### config.mk
export PLATFORM = sky130hd
export DESIGN_NAME = clock_time_counter
export DESIGN_NICKNAME = d
export VERILOG_FILES = /design/src/rtl/clock_time_counter.sv
export SDC_FILE = /design/constraint.sdc
export NUM_CORES = 1
export LEC_CHECK = 0
export CELL_PAD_IN_SITES_DETAIL_PLACEMENT = 1
export CELL_PAD_IN_SITES_GLOBAL_PLACEMENT = 2
export CORE_ASPECT_RATIO = 1.4
export CORE_UTILIZATION = 33
export DETAILED_ROUTE_END_ITERATION = 7
export GPL_ROUTABILITY_DRIVEN = 0
export MAX_ROUTING_LAYER = met4
export PLACE_DENSITY = 0.89
export SYNTH_ARGS = -nofsm -noshare
export SYNTH_HDL_FRONTEND = slang
export SYNTH_SLANG_ARGS = --single-unit
### constraint.sdc
create_clock -name clk -period 4.03 [get_ports clk]
set_input_delay 0.403 -clock clk [delete_from_list [all_inputs] [get_ports clk]]
set_output_delay 0.403 -clock clk [all_outputs]
set_load 0.01 [all_outputs]
### src/rtl/clock_time_counter.sv
// BCD hh:mm:ss timekeeper advanced by a synchronised 1 Hz strobe, with a SET mode for adjustment.
// Define CLOCK_12H_EN for 12-hour counting with an AM/PM flag; default build counts 24 hours.
module clock_time_counter #(
  parameter int SYNC_STAGES = 2
) (
  input  logic       clk,
  input  logic       reset,
  input  logic       one_hz_clk,
  input  logic       set_en,
  input  logic       inc_min,
  input  logic       inc_hour,
  input  logic       clr_sec,
  output logic [7:0] hour,
  output logic [7:0] min,
  output logic [7:0] sec,
  output logic       tick,
  output logic       pm
);

`ifdef CLOCK_12H_EN
  localparam bit         HOUR_12    = 1'b1;
  localparam logic [7:0] HOUR_RST   = 8'h12;
  localparam logic [7:0] HOUR_LAST  = 8'h12;
  localparam logic [7:0] HOUR_FIRST = 8'h01;
`else
  localparam bit         HOUR_12    = 1'b0;
  localparam logic [7:0] HOUR_RST   = 8'h00;
  localparam logic [7:0] HOUR_LAST  = 8'h23;
  localparam logic [7:0] HOUR_FIRST = 8'h00;
`endif

  typedef enum logic {MODE_RUN, MODE_SET} mode_e;

  // Seconds/minutes: units wrap 9->0 into tens, 59 wraps to 00.
  function automatic logic [7:0] bcd_inc60(input logic [7:0] v);
    logic [7:0] r;
    if (v[3:0] != 4'd9)      r = {v[7:4], v[3:0] + 4'd1};
    else if (v[7:4] == 4'd5) r = 8'h00;
    else                     r = {v[7:4] + 4'd1, 4'd0};
    return r;
  endfunction

  function automatic logic [7:0] hour_inc(input logic [7:0] v);
    logic [7:0] r;
    if (v == HOUR_LAST)      r = HOUR_FIRST;
    else if (v[3:0] == 4'd9) r = {v[7:4] + 4'd1, 4'd0};
    else                     r = {v[7:4], v[3:0] + 4'd1};
    return r;
  endfunction

  logic [SYNC_STAGES-1:0] sync_q, sync_d;
  logic                   prev_q;
  mode_e                  mode_q, mode_d;
  logic                   inc_min_q, inc_min_prev_q;
  logic                   inc_hour_q, inc_hour_prev_q;
  logic [7:0]             hour_q, hour_d;
  logic [7:0]             min_q, min_d;
  logic [7:0]             sec_q, sec_d;
  logic                   tick_q, tick_d;
  logic                   pm_q, pm_d;
  logic                   rise, min_edge, hour_edge;

  if (SYNC_STAGES == 1) begin : g_sync_one
    assign sync_d = one_hz_clk;
  end else begin : g_sync_many
    assign sync_d = {sync_q[SYNC_STAGES-2:0], one_hz_clk};
  end

  assign rise      = sync_q[SYNC_STAGES-1] & ~prev_q;
  assign min_edge  = inc_min_q & ~inc_min_prev_q;
  assign hour_edge = inc_hour_q & ~inc_hour_prev_q;
  assign mode_d    = set_en ? MODE_SET : MODE_RUN;

  always_comb begin
    // NOTE: every next-state value gets a default first so no path infers a latch.
    hour_d = hour_q;
    min_d  = min_q;
    sec_d  = sec_q;
    pm_d   = pm_q;
    tick_d = 1'b0;
    if (mode_q == MODE_RUN) begin
      if (rise) begin
        tick_d = 1'b1;
        sec_d  = bcd_inc60(sec_q);
        if (sec_q == 8'h59) begin
          min_d = bcd_inc60(min_q);
          if (min_q == 8'h59) begin
            hour_d = hour_inc(hour_q);
            if (HOUR_12 && hour_q == 8'h11) pm_d = ~pm_q;
          end
        end
      end
    end else begin
      // SET mode: a pending second is dropped; minutes never carry into hours.
      if (min_edge) min_d = bcd_inc60(min_q);
      if (hour_edge) begin
        hour_d = hour_inc(hour_q);
        if (HOUR_12 && hour_q == 8'h11) pm_d = ~pm_q;
      end
      if (clr_sec) sec_d = 8'h00;
    end
  end

  always_ff @(posedge clk or posedge reset) begin
    if (reset) begin
      sync_q          <= '0;
      prev_q          <= 1'b0;
      mode_q          <= MODE_RUN;
      inc_min_q       <= 1'b0;
      inc_min_prev_q  <= 1'b0;
      inc_hour_q      <= 1'b0;
      inc_hour_prev_q <= 1'b0;
      hour_q          <= HOUR_RST;
      min_q           <= 8'h00;
      sec_q           <= 8'h00;
      tick_q          <= 1'b0;
      pm_q            <= 1'b0;
    end else begin
      // NOTE: non-blocking assignments so every register samples pre-edge values.
      sync_q          <= sync_d;
      prev_q          <= sync_q[SYNC_STAGES-1];
      mode_q          <= mode_d;
      inc_min_q       <= inc_min;
      inc_min_prev_q  <= inc_min_q;
      inc_hour_q      <= inc_hour;
      inc_hour_prev_q <= inc_hour_q;
      hour_q          <= hour_d;
      min_q           <= min_d;
      sec_q           <= sec_d;
      tick_q          <= tick_d;
      pm_q            <= pm_d;
    end
  end

  assign hour = hour_q;
  assign min  = min_q;
  assign sec  = sec_q;
  assign tick = tick_q;
  assign pm   = HOUR_12 ? pm_q : 1'b0;

endmodule

==> metrics.txt, run 1 <==
CTS resizes=0; worst min path class=reg2reg; H-tree Lvls=2; RSZ-0062 raised after global routing=false; n_diodes=0; placed cell areas=2150 µm²; Tot Pwr=1.21 mW; Post-synth ARST share=1.00; Starting Density=0.343; CP max FO=9; CTS Buf Count=5; CP top delay family=simple AND/OR/NAND/NOR gates; routed via count=1454; Iter 0 DRT Violations=39; Root Driver=clkbuf_8; DR vias/cell=5.25; Critical Path Start=min[0]; final hold slack=0.377 ns; drt pass-1 iters=4; post-layout util=0.436; pwr dens=535 nW/µm²; Lkg Pwr=0.966 nW; Synth area leader=dfrtp_1; Switching Share=0.337; max-cap viol count=0; drt wl/cell=15.9 µm; Clock power frac=0.270; Final Instance Count excl. Fillers=277; sequential fraction of design power=0.410; overall die area=between 5000 and 6000 µm²; CP Class=reg2reg; biggest cell delay along the critical path=0.51 ns; core outline area=between 5000 and 6000 µm²; Post CTS Setup Buffer Count=0; die width=64.1 µm; top-count cell post-synth=dfrtp_1; R2R Path Start=min[0]; layout cell share with drive strength beyond 1=0.0616; yosys warns=0; FMAX=about 470 MHz; mean post-synth cell area=10.1 µm²; clk buf depth=2; post-route cell area=2260 µm²; Buf+Inv Stages, Crit Path=0; switching pwr=0.409 mW; Logic pwr share=0.321; accumulated negative setup slack=0 ns; Distinct cells, synth=between 50 and 60; Netlist Area Pre-Place=1780 µm²; initial antenna violation count=0; crit path time final=2.13 ns; Syn-to-layout area delta=26.9%; Clock Skew=0.0112 ns; worst setup margin=1.90 ns; # rows=31; Remaining DRCs=0; Inst Count DP=269; Detailed Route WL=roughly 4.4 mm; clock slew at reported path FFs=0.07 ns; Post-Syn Instances=177; clk_lat worst skew=0.29 ns; WP data required=4.19 ns; Synth area leaders=dfrtp_1 46%, ha_1 5.6%, inv_1 3.2%, nand2_1 2.9%, nand3_1 2.2%; Antenna Nets Post-Route=0; Final Max Tran Viols=0; PortBufs=31; CTS tree=built; Final period util=0.527; Worst VDD drop=0.267 mV; sequential area share after synthesis=0.463; Max-slew headroom=0.333; Synth top cells by count=33 x dfrtp_1, 15 x inv_1, 14 x nand2_1; Synth top area share=0.463; post-DP HPWL=3.14 mm; Global Route Usage Sum=0.175; CTS Sinks=33; hold-fix buffers at CTS=0; Worst path slowest cell=dfrtp_1; crit-path cells=nor4bb_1 -> nand4_1 -> o21ai_1 -> mux2_2; IO Pins=33; register bit total from synthesis=33; final hold vios=0; final setup fails=0; chip height=89 µm; startpoint types=flip-flop; Primary FF master, synth=dfrtp_1; CP endpoint kind=flip-flop; Hold Startpoint=inc_min_q; syn_nets=between 150 and 200; gr ovfl total=0; status=finished, final reports clean; Worst EP arrival=2.29 ns; global-route wire length before repair=7.45 mm; nets=225; vias in the first global route=1499; Worst Max-Slew Pin Slew=1.00 ns; Int Pwr=0.804 mW; largest net degree at the start of global routing=26; DP Worst Slack=1.92 ns; EDFF count, synth=0
## power by group through the flow
stage	Combinational, mW	Clock, mW	Sequential [mW]
after floorplan	0.216	0	0.491
after global placement	0.382	0	0.499
after detailed placement	0.393	0	0.504
after CTS	0.397	0.336	0.499
after global routing	0.430	0.349	0.512
final	0.389	0.327	0.497
## sequential cells by signal, indices dropped and copies added, names as in the netlist
register	flops
mode_q	1
tick	1
inc_min_prev_q	1
sec	8
prev_q	1
hour	8
inc_hour_prev_q	1
inc_min_q	1
sync_q	2
min	8
inc_hour_q	1
## worst reg2reg max path, stage by stage, from the launching register on
cell	delay (ns)
dfrtp_1	0.51
nor4bb_1	0.49
nand4_1	0.30
o21ai_1	0.33
mux2_2	0.38
## final timing paths
kind                                  endpoint  slack [ns]  cells past startpoint
min in group asynchronous               prev_q        0.66                      2
worst min-delay path            inc_min_prev_q        0.38                      0
worst min register to register  inc_min_prev_q        0.38                      0
max in group asynchronous               sec[4]        2.65                      3
worst max-delay path                   hour[1]        1.90                      4
worst max register to register         hour[1]        1.90                      4
## layout make-up
cell class,instances,area [µm²]
fill,604,2930
multi-input combinational,122,857
sequential,33,826
timing repair buffer,32,318
clock buffer,7,86.3
tap,66,82.6
inverter,16,65.1
clock inverter,1,30.0
## cell families after synthesis
logic type | synth area share
xor gates and xnor gates | 0.0196
AOI/OAI and AO/OA | 0.151
buffers and inverters | 0.0568
DFF | 0.463
adders and majority gates | 0.0561
and+or+nand+nor | 0.221
muxes | 0.0302
other | 0.00210
## placed cells by master, fill, tap and decap left out, drive strengths merged, types with 2 or more instances in the layout
master          n
dfrtp          33
clkdlybuf4s50  31
inv            15
nand2          14
o21ai          11
nand3           8
ha              8
nor2            7
clkbuf          7
nand3b          5
a21oi           5
nand2b          5
a31oi           4
and3b           3
nand4           3
xnor2           3
nor3            3
o211ai          3
mux2            3
nor2b           2
and4            2
a311o           2
o31ai           2
nand4bb         2
nor4bb          2
o22ai           2
o221ai          2
mux2i           2
## layer usage
metal	vias to the layer above	GRT usage	wire, µm
met3	6	0.0319	135
met4	0	0.0545	55
met2	25	0.305	2250
met5	-	-	0
li1	700	-	-
met1	723	0.204	1950
(Power assumes the default switching activity.)
==> run 2, diff against run 1 <==
--- a/config.mk
+++ b/config.mk
@@ -8,11 +8,11 @@
 export CELL_PAD_IN_SITES_DETAIL_PLACEMENT = 1
 export CELL_PAD_IN_SITES_GLOBAL_PLACEMENT = 2
 export CORE_ASPECT_RATIO = 1.4
-export CORE_UTILIZATION = 33
+export CORE_UTILIZATION = 32
 export DETAILED_ROUTE_END_ITERATION = 7
 export GPL_ROUTABILITY_DRIVEN = 0
 export MAX_ROUTING_LAYER = met4
-export PLACE_DENSITY = 0.89
+export PLACE_DENSITY = 0.87
 export SYNTH_ARGS = -nofsm -noshare
 export SYNTH_HDL_FRONTEND = slang
 export SYNTH_SLANG_ARGS = --single-unit
==> constraint.sdc (replaced) <==
create_clock -name clk -period 2.1 [get_ports clk]
set_input_delay 0.21 -clock clk [delete_from_list [all_inputs] [get_ports clk]]
set_output_delay 0.21 -clock clk [all_outputs]
set_load 0.01 [all_outputs]
==> run 2 against run 1 <==
Net effect:
- routed wire length decreased by 1.2%
- register-to-register slack got worse by 1.8 ns
- sequential cell count unchanged
- sequential share of layout area decreased by 0.18 points
- highest routed layer unchanged
==> metrics.txt, run 2 (same netlist as run 1, synthesis figures left out) <==
FMAX=512 MHz; Final period util=0.930; met3 Usage GRT=0.0290; CTS Buf Count=5; crit path time final=1.95 ns; WP data required=2.26 ns; max-cap viol count=0; final setup fails=0; die width=65.1 µm; routed via count=1477; Remaining DRCs=0; r2r setup slk=about 0.15 ns; Antenna Nets Post-Route=0; Lkg Pwr=0.981 nW; Iter 0 DRT Violations=56; # rows=31; gr ovfl total=0; Tot Pwr=2.21 mW; worst min path class=in2async; CTS Sinks=33; hold-fix buffers at CTS=0; Starting Density=0.338; commonest non-fill, non-tap cell in the layout=dfrtp_1; Final Max Tran Viols=0; clock slew at reported path FFs=0.07 ns; status=finished, final reports clean; post-DP HPWL=3.26 mm; layout cell share with drive strength beyond 1=0.0876; Clock Skew=0.00372 ns; post-layout util=0.431; nets=approximately 230; pwr dens=971 nW/µm²; GR peak layer=met2; overall die area=5880 µm²; crit-path cells=inv_1 -> ha_1 -> and4bb_1 -> a31o_1 -> nand2_1 -> mux2_1; Inst Count DP=between 200 and 300; Syn-to-layout area delta=27.6%; RSZ-0062 raised after global routing=false; PortBufs=31; n_diodes=0; Fillers=617; post-route cell area=2280 µm²; CTS tree=built; CTS resizes=0; largest net degree at the start of global routing=34; CP endpoint kind=flip-flop; Worst EP arrival=between 2 and 2.5 ns; final hold vios=0; clk_lat worst skew=between 0.2 and 0.3 ns; initial antenna violation count=0; worst setup margin=0.146 ns; chip height=90.4 µm; clk buf depth=2; core outline area=5280 µm²; vias in the first global route=1631; final hold slack=approximately 0.34 ns; DP Worst Slack=~0.15 ns; DR vias/cell=5.22; storage element area=826 µm²; Root Driver=clkbuf_8; H-tree Lvls=2; accumulated negative setup slack=0 ns; Global Route Usage Sum=0.168; Final Instance Count excl. Fillers=283; startpoint types=flip-flop; M1 GR Usage=0.187; CP Class=reg2reg; most frequent cells in the layout=33 x dfrtp_1, 31 x clkdlybuf4s50_1, 15 x inv_1, 14 x nand2_1; biggest cell delay along the critical path=0.42 ns; global routing usage on met2=0.299; global-route wire length before repair=roughly 7.5 mm; reg2reg end=min[5]; IO Pins=33; Worst path slowest cell=dfrtp_1; placed cell areas=2190 µm²; Post CTS Setup Buffer Count=0; CP max FO=9; R2R Path Start=sec[1]; Worst VDD drop=around 0.54 mV; drt wl/cell=15.3 µm; Reg2Reg Depth=6; Detailed Route WL=4.34 mm; drt pass-1 iters=3; area of the multi-input gates=857 µm²
[run 2: cell types whose count changed in the layout (fill, tap and decap cells not counted)]
cell and delta:
buf_4 +6, clkinv_2 +2, bufinv_16 -1, clkbuf_8 -1
[run 2: worst max-delay path by stage]
stage,start,endpoint,slack [ns],cells past startpoint
global route,sec[1],min[5],0.01,6
global placement,min[0],hour[1],0.24,4
floorplan,sec[0],min[3],0.27,6
detailed placement,sec[1],min[5],0.15,6
finish,sec[1],min[5],0.15,6
CTS,sec[1],min[5],0.12,6
[run 2: worst max-delay path: cells and delay by family (launching register included)]
kind            cells  cell delay [ns]
buf+inv             1             0.07
simple gates        2             0.43
flops               1             0.42
compound gates      1             0.38
mux                 1             0.33
fa+ha+maj           1             0.21
[run 2: cell type report]
type / instances / area share
Multi-Input combinational cell: 122 / 0.377
Sequential cell: 33 / 0.363
Clock inverter: 2 / 0.00440
Timing Repair Buffer: 38 / 0.159
Clock buffer: 6 / 0.0319
Tap cell: 66 / 0.0363
Inverter: 16 / 0.0286
[run 2: routing by layer]
layer | up-vias | wire, µm
met5 | - | 0
met2 | 26 | 2350
li1 | 714 | -
met1 | 732 | 1790
met4 | 0 | 61
met3 | 5 | 127
[run 2: power breakdown]
group / switching (mW) / internal, mW / total [mW]
sequential: 0.168 / 0.752 / 0.920
clock: 0.232 / 0.230 / 0.461
combinational: 0.384 / 0.445 / 0.829
total: 0.783 / 1.43 / 2.21
